$ cat config.mk
export PLATFORM = sky130hd
export DESIGN_NAME = branch_predictor
export DESIGN_NICKNAME = d
export VERILOG_FILES = /design/src/rtl/branch_predictor_pkg.sv /design/src/rtl/branch_predictor_sat_counter2.sv /design/src/rtl/branch_predictor.sv
export SDC_FILE = /design/constraint.sdc
export NUM_CORES = 2
export LEC_CHECK = 0
export BUFFER_PORTS_ARGS = -buffer_cell sky130_fd_sc_hd__buf_2
export CORE_AREA = 2 2 376 378
export DETAILED_ROUTE_END_ITERATION = 16
export DIE_AREA = 0 0 378 380
export GPL_ROUTABILITY_DRIVEN = 0
export PLACE_DENSITY = 0.61
export RECOVER_POWER = 25
export SYNTH_ARGS = -nofsm -noshare
export SYNTH_HDL_FRONTEND = slang
export SYNTH_HIERARCHICAL = 1
export SYNTH_SLANG_ARGS = --single-unit
$ cat constraint.sdc
create_clock -name clk -period 7.5 [get_ports clk]
set_input_delay 1.5 -clock clk [delete_from_list [all_inputs] [get_ports clk]]
set_output_delay 1.5 -clock clk [all_outputs]
set_load 0.01 [all_outputs]
$ cat src/rtl/branch_predictor_pkg.sv
// Shared constants for the branch predictor: counter encodings, default size, PC width.
package branch_predictor_pkg;

    localparam int unsigned PC_W        = 32;
    localparam int unsigned DEF_ENTRIES = 16;

    localparam logic [1:0] SNT = 2'b00;
    localparam logic [1:0] WNT = 2'b01;
    localparam logic [1:0] WT  = 2'b10;
    localparam logic [1:0] ST  = 2'b11;

endpackage

$ cat src/rtl/branch_predictor_sat_counter2.sv
// 2-bit saturating counter next-state function used by the BTB training path.
module sat_counter2
    import branch_predictor_pkg::*;
(
    input  logic [1:0] ctr_i,
    input  logic       taken_i,
    output logic [1:0] ctr_o
);

    always_comb begin
        ctr_o = ctr_i;
        if (taken_i && ctr_i != ST) begin
            ctr_o = ctr_i + 2'd1;
        end else if (!taken_i && ctr_i != SNT) begin
            ctr_o = ctr_i - 2'd1;
        end
    end

endmodule

$ cat src/rtl/branch_predictor.sv
// Direct-mapped BTB with 2-bit counters: IF-stage lookup, EX-stage training,
// same-cycle mispredict/redirect and branch statistics.
module branch_predictor
    import branch_predictor_pkg::*;
#(
    parameter int unsigned ENTRIES = DEF_ENTRIES,
    localparam int unsigned IDX_W  = $clog2(ENTRIES)
) (
    input  logic        clk,
    input  logic        rst_n,
    input  logic [31:0] if_pc,
    output logic        pred_taken,
    output logic [31:0] pred_target,
    input  logic        ex_valid,
    input  logic [31:0] ex_pc,
    input  logic        ex_taken,
    input  logic [31:0] ex_target,
    input  logic        ex_pred_taken,
    input  logic [31:0] ex_pred_target,
    output logic        mispredict,
    output logic [31:0] redirect_pc,
    output logic [31:0] branch_cnt,
    output logic [31:0] mispredict_cnt
);

    localparam int unsigned TAG_W = PC_W - IDX_W - 2;

    logic             valid_q  [ENTRIES];
    logic [TAG_W-1:0] tag_q    [ENTRIES];
    logic [31:0]      target_q [ENTRIES];
    logic [1:0]       ctr_q    [ENTRIES];
    logic [31:0]      branch_cnt_q;
    logic [31:0]      mispredict_cnt_q;

    logic [IDX_W-1:0] if_idx;
    logic [TAG_W-1:0] if_tag;
    logic             if_hit;
    logic [IDX_W-1:0] ex_idx;
    logic [TAG_W-1:0] ex_tag;
    logic             ex_hit;
    logic [1:0]       ctr_d;

    // Lookup returns pre-update contents; there is no write-to-read bypass.
    always_comb begin
        if_idx      = if_pc[IDX_W+1:2];
        if_tag      = if_pc[31:IDX_W+2];
        if_hit      = valid_q[if_idx] && (tag_q[if_idx] == if_tag);
        pred_taken  = if_hit && ctr_q[if_idx][1];
        pred_target = pred_taken ? target_q[if_idx] : if_pc + 32'd4;
    end

    always_comb begin
        ex_idx      = ex_pc[IDX_W+1:2];
        ex_tag      = ex_pc[31:IDX_W+2];
        ex_hit      = valid_q[ex_idx] && (tag_q[ex_idx] == ex_tag);
        mispredict  = ex_valid && ((ex_taken != ex_pred_taken) ||
                      (ex_taken && ex_pred_taken && (ex_target != ex_pred_target)));
        redirect_pc = (mispredict && ex_taken) ? ex_target : ex_pc + 32'd4;
    end

    sat_counter2 u_ctr (
        .ctr_i   (ctr_q[ex_idx]),
        .taken_i (ex_taken),
        .ctr_o   (ctr_d)
    );

    // Training: hits move the counter, taken misses allocate weak-taken.
    always_ff @(posedge clk or negedge rst_n) begin
        if (!rst_n) begin
            for (int i = 0; i < int'(ENTRIES); i++) begin
                valid_q[i]  <= 1'b0;
                tag_q[i]    <= '0;
                target_q[i] <= '0;
                ctr_q[i]    <= WNT;
            end
            branch_cnt_q     <= '0;
            mispredict_cnt_q <= '0;
        end else if (ex_valid) begin
            if (ex_hit) begin
                ctr_q[ex_idx] <= ctr_d;
                if (ex_taken) begin
                    target_q[ex_idx] <= ex_target;
                end
            end else if (ex_taken) begin
                valid_q[ex_idx]  <= 1'b1;
                tag_q[ex_idx]    <= ex_tag;
                target_q[ex_idx] <= ex_target;
                ctr_q[ex_idx]    <= WT;
            end
            branch_cnt_q     <= branch_cnt_q + 32'd1;
            mispredict_cnt_q <= mispredict_cnt_q + 32'(mispredict);
        end
    end

    assign branch_cnt     = branch_cnt_q;
    assign mispredict_cnt = mispredict_cnt_q;

endmodule

* After elaboration in Yosys (flattened, before gate mapping)
Cells that the tools add are included.
Storage, ports and cells: output and inout port bits 130, logic and storage cells 142, input port bits 133, bits in registers 1040
Cells by class: order comparisons 3, reductions and logical operators 17, $add $sub $neg 6, bitwise gates (word level) 7, eq/ne operators 5, mux-type cells 38
Operators with widths (count):
- 512-bit bitwise mux | 1
- 416-bit bitwise mux | 1
- 32-bit two-way mux | 7
- 26-bit binary-select mux with 4-bit select | 2
- 26-bit two-way mux | 5
- 32-bit binary-select mux with 4-bit select | 1
- 32-bit demux with 4-bit select | 1
- 26-bit demux with 4-bit select | 1
- 32-bit by 3-bit adder with 32-bit output (second input constant) | 2
- 26-bit equality test | 2
- 32-bit by 1-bit adder with 32-bit output | 1
- 32-bit by 1-bit adder with 32-bit output (second input constant) | 1
- 32-bit bitwise mux | 1
- 32-bit != test | 1
- 16-bit OR | 2
- 16-bit bitwise AND | 1
- 2-bit binary-select mux with 4-bit select | 2
- 16-bit inverter | 1
- 2-bit two-way mux | 7
- 5-bit >= comparator (second input constant) | 2
- 1-bit logical AND | 10
- 4-bit inverter with 5-bit output | 2
- 1-bit binary-select mux with 4-bit select | 2
- 2-bit demux with 4-bit select | 1
- 13 further kinds | 19

* Longest topological paths before layout
word-level depth 10, depth in mapped cells 18, mapped depth without buffers 16

* Hierarchy
Netlist, hierarchy kept.
By module, submodules not included:
- branch_predictor | times used 1, cells an instance 3824, area each 55295.5 µm², seq. area each 26045.0 µm²
- sat_counter2 | times used 1, cells an instance 7, area each 60.1 µm², seq. area each 0.0 µm²

* Worst setup path after synthesis
Ideal clock, no wire load.
kind input to output, start point in if_pc[2], end point out pred_target[26], buffers on the path 7, arrival time 4.966 ns, required time 6.000 ns, path slack 1.034 ns, stages 10, cells stage by stage buf_2 > buf_2 > buf_2 > clkbuf_1 > buf_2 > buf_1 > buf_2 > mux4_2 > mux4_2 > mux2_2
Between the ends: word-level cells in the longest chain between the ends 8, elaborated cells on any way between the ends 18, those cells by class 1 x add/sub; 1 x eq/ne; 13 x mux; 1 x bitwise; 2 x reduce/logical
Ends and longest elaborated chain:
- start, declared | RTL line branch_predictor.sv:11 | input logic [31:0] if_pc,
- 4-bit inverter with 5-bit output (implied by the code) | RTL line branch_predictor.sv:47, branch_predictor.sv:48, branch_predictor.sv:49
- 26-bit binary-select mux with 4-bit select | RTL line branch_predictor.sv:47 | if_hit = valid_q[if_idx] && (tag_q[if_idx] == if_tag);
- 26-bit two-way mux (implied by the code) (2 in series) | RTL line branch_predictor.sv:47
- 26-bit equality test | RTL line branch_predictor.sv:47
- 1-bit logical AND | RTL line branch_predictor.sv:47
- 1-bit logical AND | RTL line branch_predictor.sv:48 | pred_taken = if_hit && ctr_q[if_idx][1];
- 32-bit two-way mux * | RTL line branch_predictor.sv:49 | pred_target = pred_taken ? target_q[if_idx] : if_pc + 32'd4;
- end, declared | RTL line branch_predictor.sv:13 | output logic [31:0] pred_target,
Every way passes the cells marked *; elsewhere a longest branch is shown, timed or not. The select of a mux whose other input is x is not followed.

* Worst setup path in the final report
start point in if_pc[2], end point out pred_target[17]
Same word-level chain as after synthesis.

==> impl_metrics.json <==
{
  "status": "finished, violations left",
  "violations": "capacitance limit, slew limit",
  "worstMarginPinSlew_ns": 5.32,
  "reg2reg_to": "tag_q[87]",
  "drtPass1Iterations": 5,
  "crit_buf_inv": 3,
  "clock_path_buffers": 3,
  "insertion_delay_ns": 0.77,
  "hold_depth": 1,
  "cp.arrival_ns": 5.42,
  "wl_per_cell_um": 29.9,
  "cp_top_family": "multiplexers",
  "path_clk_slew_ns": 0.06,
  "whs_endpoint": "mispredict_cnt[31]",
  "die_h_um": 380,
  "cts_buffers": 114,
  "maxCapViolCount": 2,
  "min_from": "mispredict_cnt[31]",
  "grt_usage": 0.246,
  "nFillCells": 12400,
  "hp-class": "flop to flop",
  "synth_area_mm2": 0.0554,
  "r2r_setup_slack_ns": 3.16,
  "required_ns": 6.00,
  "path_common_cell": "mux4_2",
  "die-area_mm2": 0.144,
  "avgViaCountPerCell": 5.95,
  "ctsHoldBuffers": 0,
  "crit_fanout": 40,
  "grt_remaining_overflow": 0,
  "yosys_most_used_dff": "dfrtp_1",
  "setup_viol": 0,
  "wl_mm": 178,
  "drive_gt1_frac": 0.484,
  "r2r-start": "tag_q[321]",
  "cp_slowest_stage_delay_ns": 0.58,
  "chipWidth_um": 378,
  "hold_viol_final": 0,
  "fp.coreArea_mm2": 0.139,
  "synth_cells": 3831,
  "ant_nets": 0,
  "postCtsSetupBuffers": 0,
  "dp_hpwl_mm": 115,
  "crit_chain": "buf_8 -> mux4_2 -> mux4_2 -> xnor2_1 -> nand2_1 -> a2111oi_0 -> nand4_1 -> nor4b_4 -> buf_12 -> mux2_2 -> buf_2",
  "numPlacedInstances": 5726,
  "cts-root-buf": "clkbuf_16",
  "grt_pass1_wl_mm": 260,
  "ys_types": 69,
  "postCtsResizedCells": 0,
  "finalNonFillerCells": 5943,
  "antenna_found_initial": 23,
  "p_per_area_mw_per_mm2": 268,
  "min_period_ns": 6.92,
  "slew_headroom": -2.55,
  "max_freq_mhz": 144,
  "critical_path_class": "primary input to output pin",
  "fp-row-count": 137,
  "finalCritPeriodShare": 0.923,
  "drc": 0,
  "ios": 263,
  "via_count": 35400,
  "startpoint": "if_pc[2]",
  "synth-seq-cells": 1040,
  "drtIter0Drc": 3586,
  "syn_area_per_cell_um2": 14.4,
  "area_growth_syn_to_layout_pct": 13.4,
  "start_kind": "primary input",
  "setup_tns_ns": 0,
  "cts_tree": "yes",
  "p_leak_nw": 27.3,
  "port_buffers": 262,
  "endpoint_kind": "output pin",
  "ys_warn_count": 6,
  "htree_levels": 3,
  "fin_worst_skew_ns": 0.0790,
  "synth_edf_count": 0,
  "drv_slew": 114,
  "cp_slowest_cell": "mux4_2",
  "final_util": 0.451,
  "ys_seq_area_frac": 0.471,
  "grt_pass1_vias": 35900,
  "grt_max_degree": 160,
  "rsz0062_at_grt": "false",
  "start_util": 0.398,
  "synthArstFlopShare": 1.00,
  "ir_drop_mv": 0.232,
  "synthesis.nets": 3975,
  "fin_nets": 4110,
  "cts.sinks": 1040,
  "reg2reg_depth": 10
}
==> through the flow <==
stage / hold slack, ns / power [W] / worst slack (ns) / instance area, um2
final: 0.469 / 0.0168 / 0.580 / 62800
after global routing: 0.491 / 0.0174 / 0.444 / 62800
after CTS: 0.472 / 0.0169 / 0.637 / 62800
after detailed placement: 0.457 / 0.0108 / 0.654 / 58700
after global placement: 0.450 / 0.0107 / 0.658 / 58700
after floorplan: 0.450 / 0.00961 / 1.03 / 55400
==> placed cells by master (no fill, tap or decap), types with 40 or more instances in the layout <==
| cell type | count |
|---|---|
| a21oi_1 | 40 |
| buf_2 | 255 |
| buf_4 | 91 |
| clkbuf_16 | 115 |
| dfrtp_1 | 1024 |
| mux2_2 | 714 |
| mux2_4 | 266 |
| mux2i_1 | 101 |
| mux4_2 | 358 |
| nand2_1 | 146 |
| nand3_1 | 62 |
| nand4_1 | 43 |
| nor2_1 | 89 |
| o21ai_0 | 67 |
| xnor2_1 | 148 |
| xor2_1 | 59 |
==> cell usage after synthesis, types with 16 or more instances <==
| master | count | area [um2] |
|---|---|---|
| dfrtp_1 | 1024 | 25600 |
| mux2_2 | 714 | 8040 |
| mux4_2 | 358 | 8060 |
| mux2_4 | 266 | 3990 |
| clkbuf_1 | 228 | 856 |
| nand2_1 | 152 | 571 |
| xnor2_1 | 148 | 1300 |
| mux2i_1 | 101 | 1010 |
| nor2_1 | 91 | 342 |
| nand3_1 | 72 | 360 |
| o21ai_0 | 67 | 335 |
| xor2_1 | 59 | 517 |
| buf_1 | 51 | 191 |
| nand4_1 | 43 | 269 |
| a21oi_1 | 40 | 200 |
| buf_2 | 40 | 200 |
| buf_6 | 36 | 405 |
| inv_1 | 26 | 97.6 |
| nor4_1 | 18 | 113 |
| and3_1 | 17 | 106 |
| dfstp_2 | 16 | 420 |
| nor3_1 | 16 | 80.1 |
==> cells by family (layout without fill, tap and decap cells) <==
group	Yosys count	after routing	synth area share
and+or+nand+nor	489	489	0.0436
xor gates and xnor gates	207	207	0.0328
muxes	1441	1441	0.382
buffers and inverters	391	622	0.0330
adders and majority gates	11	11	0.00249
other	0	5	0
AOI/OAI and AO/OA	252	252	0.0354
DFF	1040	1040	0.471
==> worst max path at each step <==
| stage | depth (start not counted) | slack, ns | endpoint |
|---|---|---|---|
| 3_3_place_gp | 11 | 0.66 | pred_target[20] |
| 4_1_cts | 11 | 0.64 | pred_target[17] |
| 2_1_floorplan | 10 | 1.03 | pred_target[26] |
| 6_report | 11 | 0.58 | pred_target[17] |
| 5_1_grt | 11 | 0.44 | pred_target[19] |
| 3_5_place_dp | 11 | 0.65 | pred_target[17] |
==> layer usage <==
metal | routed length [um] | share of wire | vias up | track usage
met2 | 81200 | 0.46 | 1436 | 0.375
met4 | 5120 | 0.029 | 12 | 0.0694
met1 | 76700 | 0.43 | 19100 | 0.354
li1 | - | - | 14500 | -
met3 | 14600 | 0.082 | 285 | 0.0543
met5 | 71 | 0.00040 | - | 0
==> sequential cells by signal, indices dropped and copies added (netlist names) <==
name and count:
ctr_q 32, valid_q 16, mispredict_cnt 32, tag_q 416, target_q 512, branch_cnt 32
==> area by class of cell <==
cell class | count | area, um2 | area share
diodes | 5 | 12.5 | 0.000199
clock buffers | 175 | 3410 | 0.0544
clock inverters | 37 | 667 | 0.0106
inverters | 26 | 100 | 0.00159
multi-input cells | 2400 | 27600 | 0.440
flip-flops and latches | 1040 | 26000 | 0.415
well taps | 1876 | 2350 | 0.0374
repair buffers | 384 | 2610 | 0.0415
==> report_power, final <==
part           internal [W]  leakage (nW)  switching (W)  total [W]
combinational       0.00192          12.0        0.00147    0.00340
sequential          0.00665          13.3       0.000692    0.00735
clock               0.00359          1.98        0.00247    0.00606
Power figures use the tool's default switching activity.
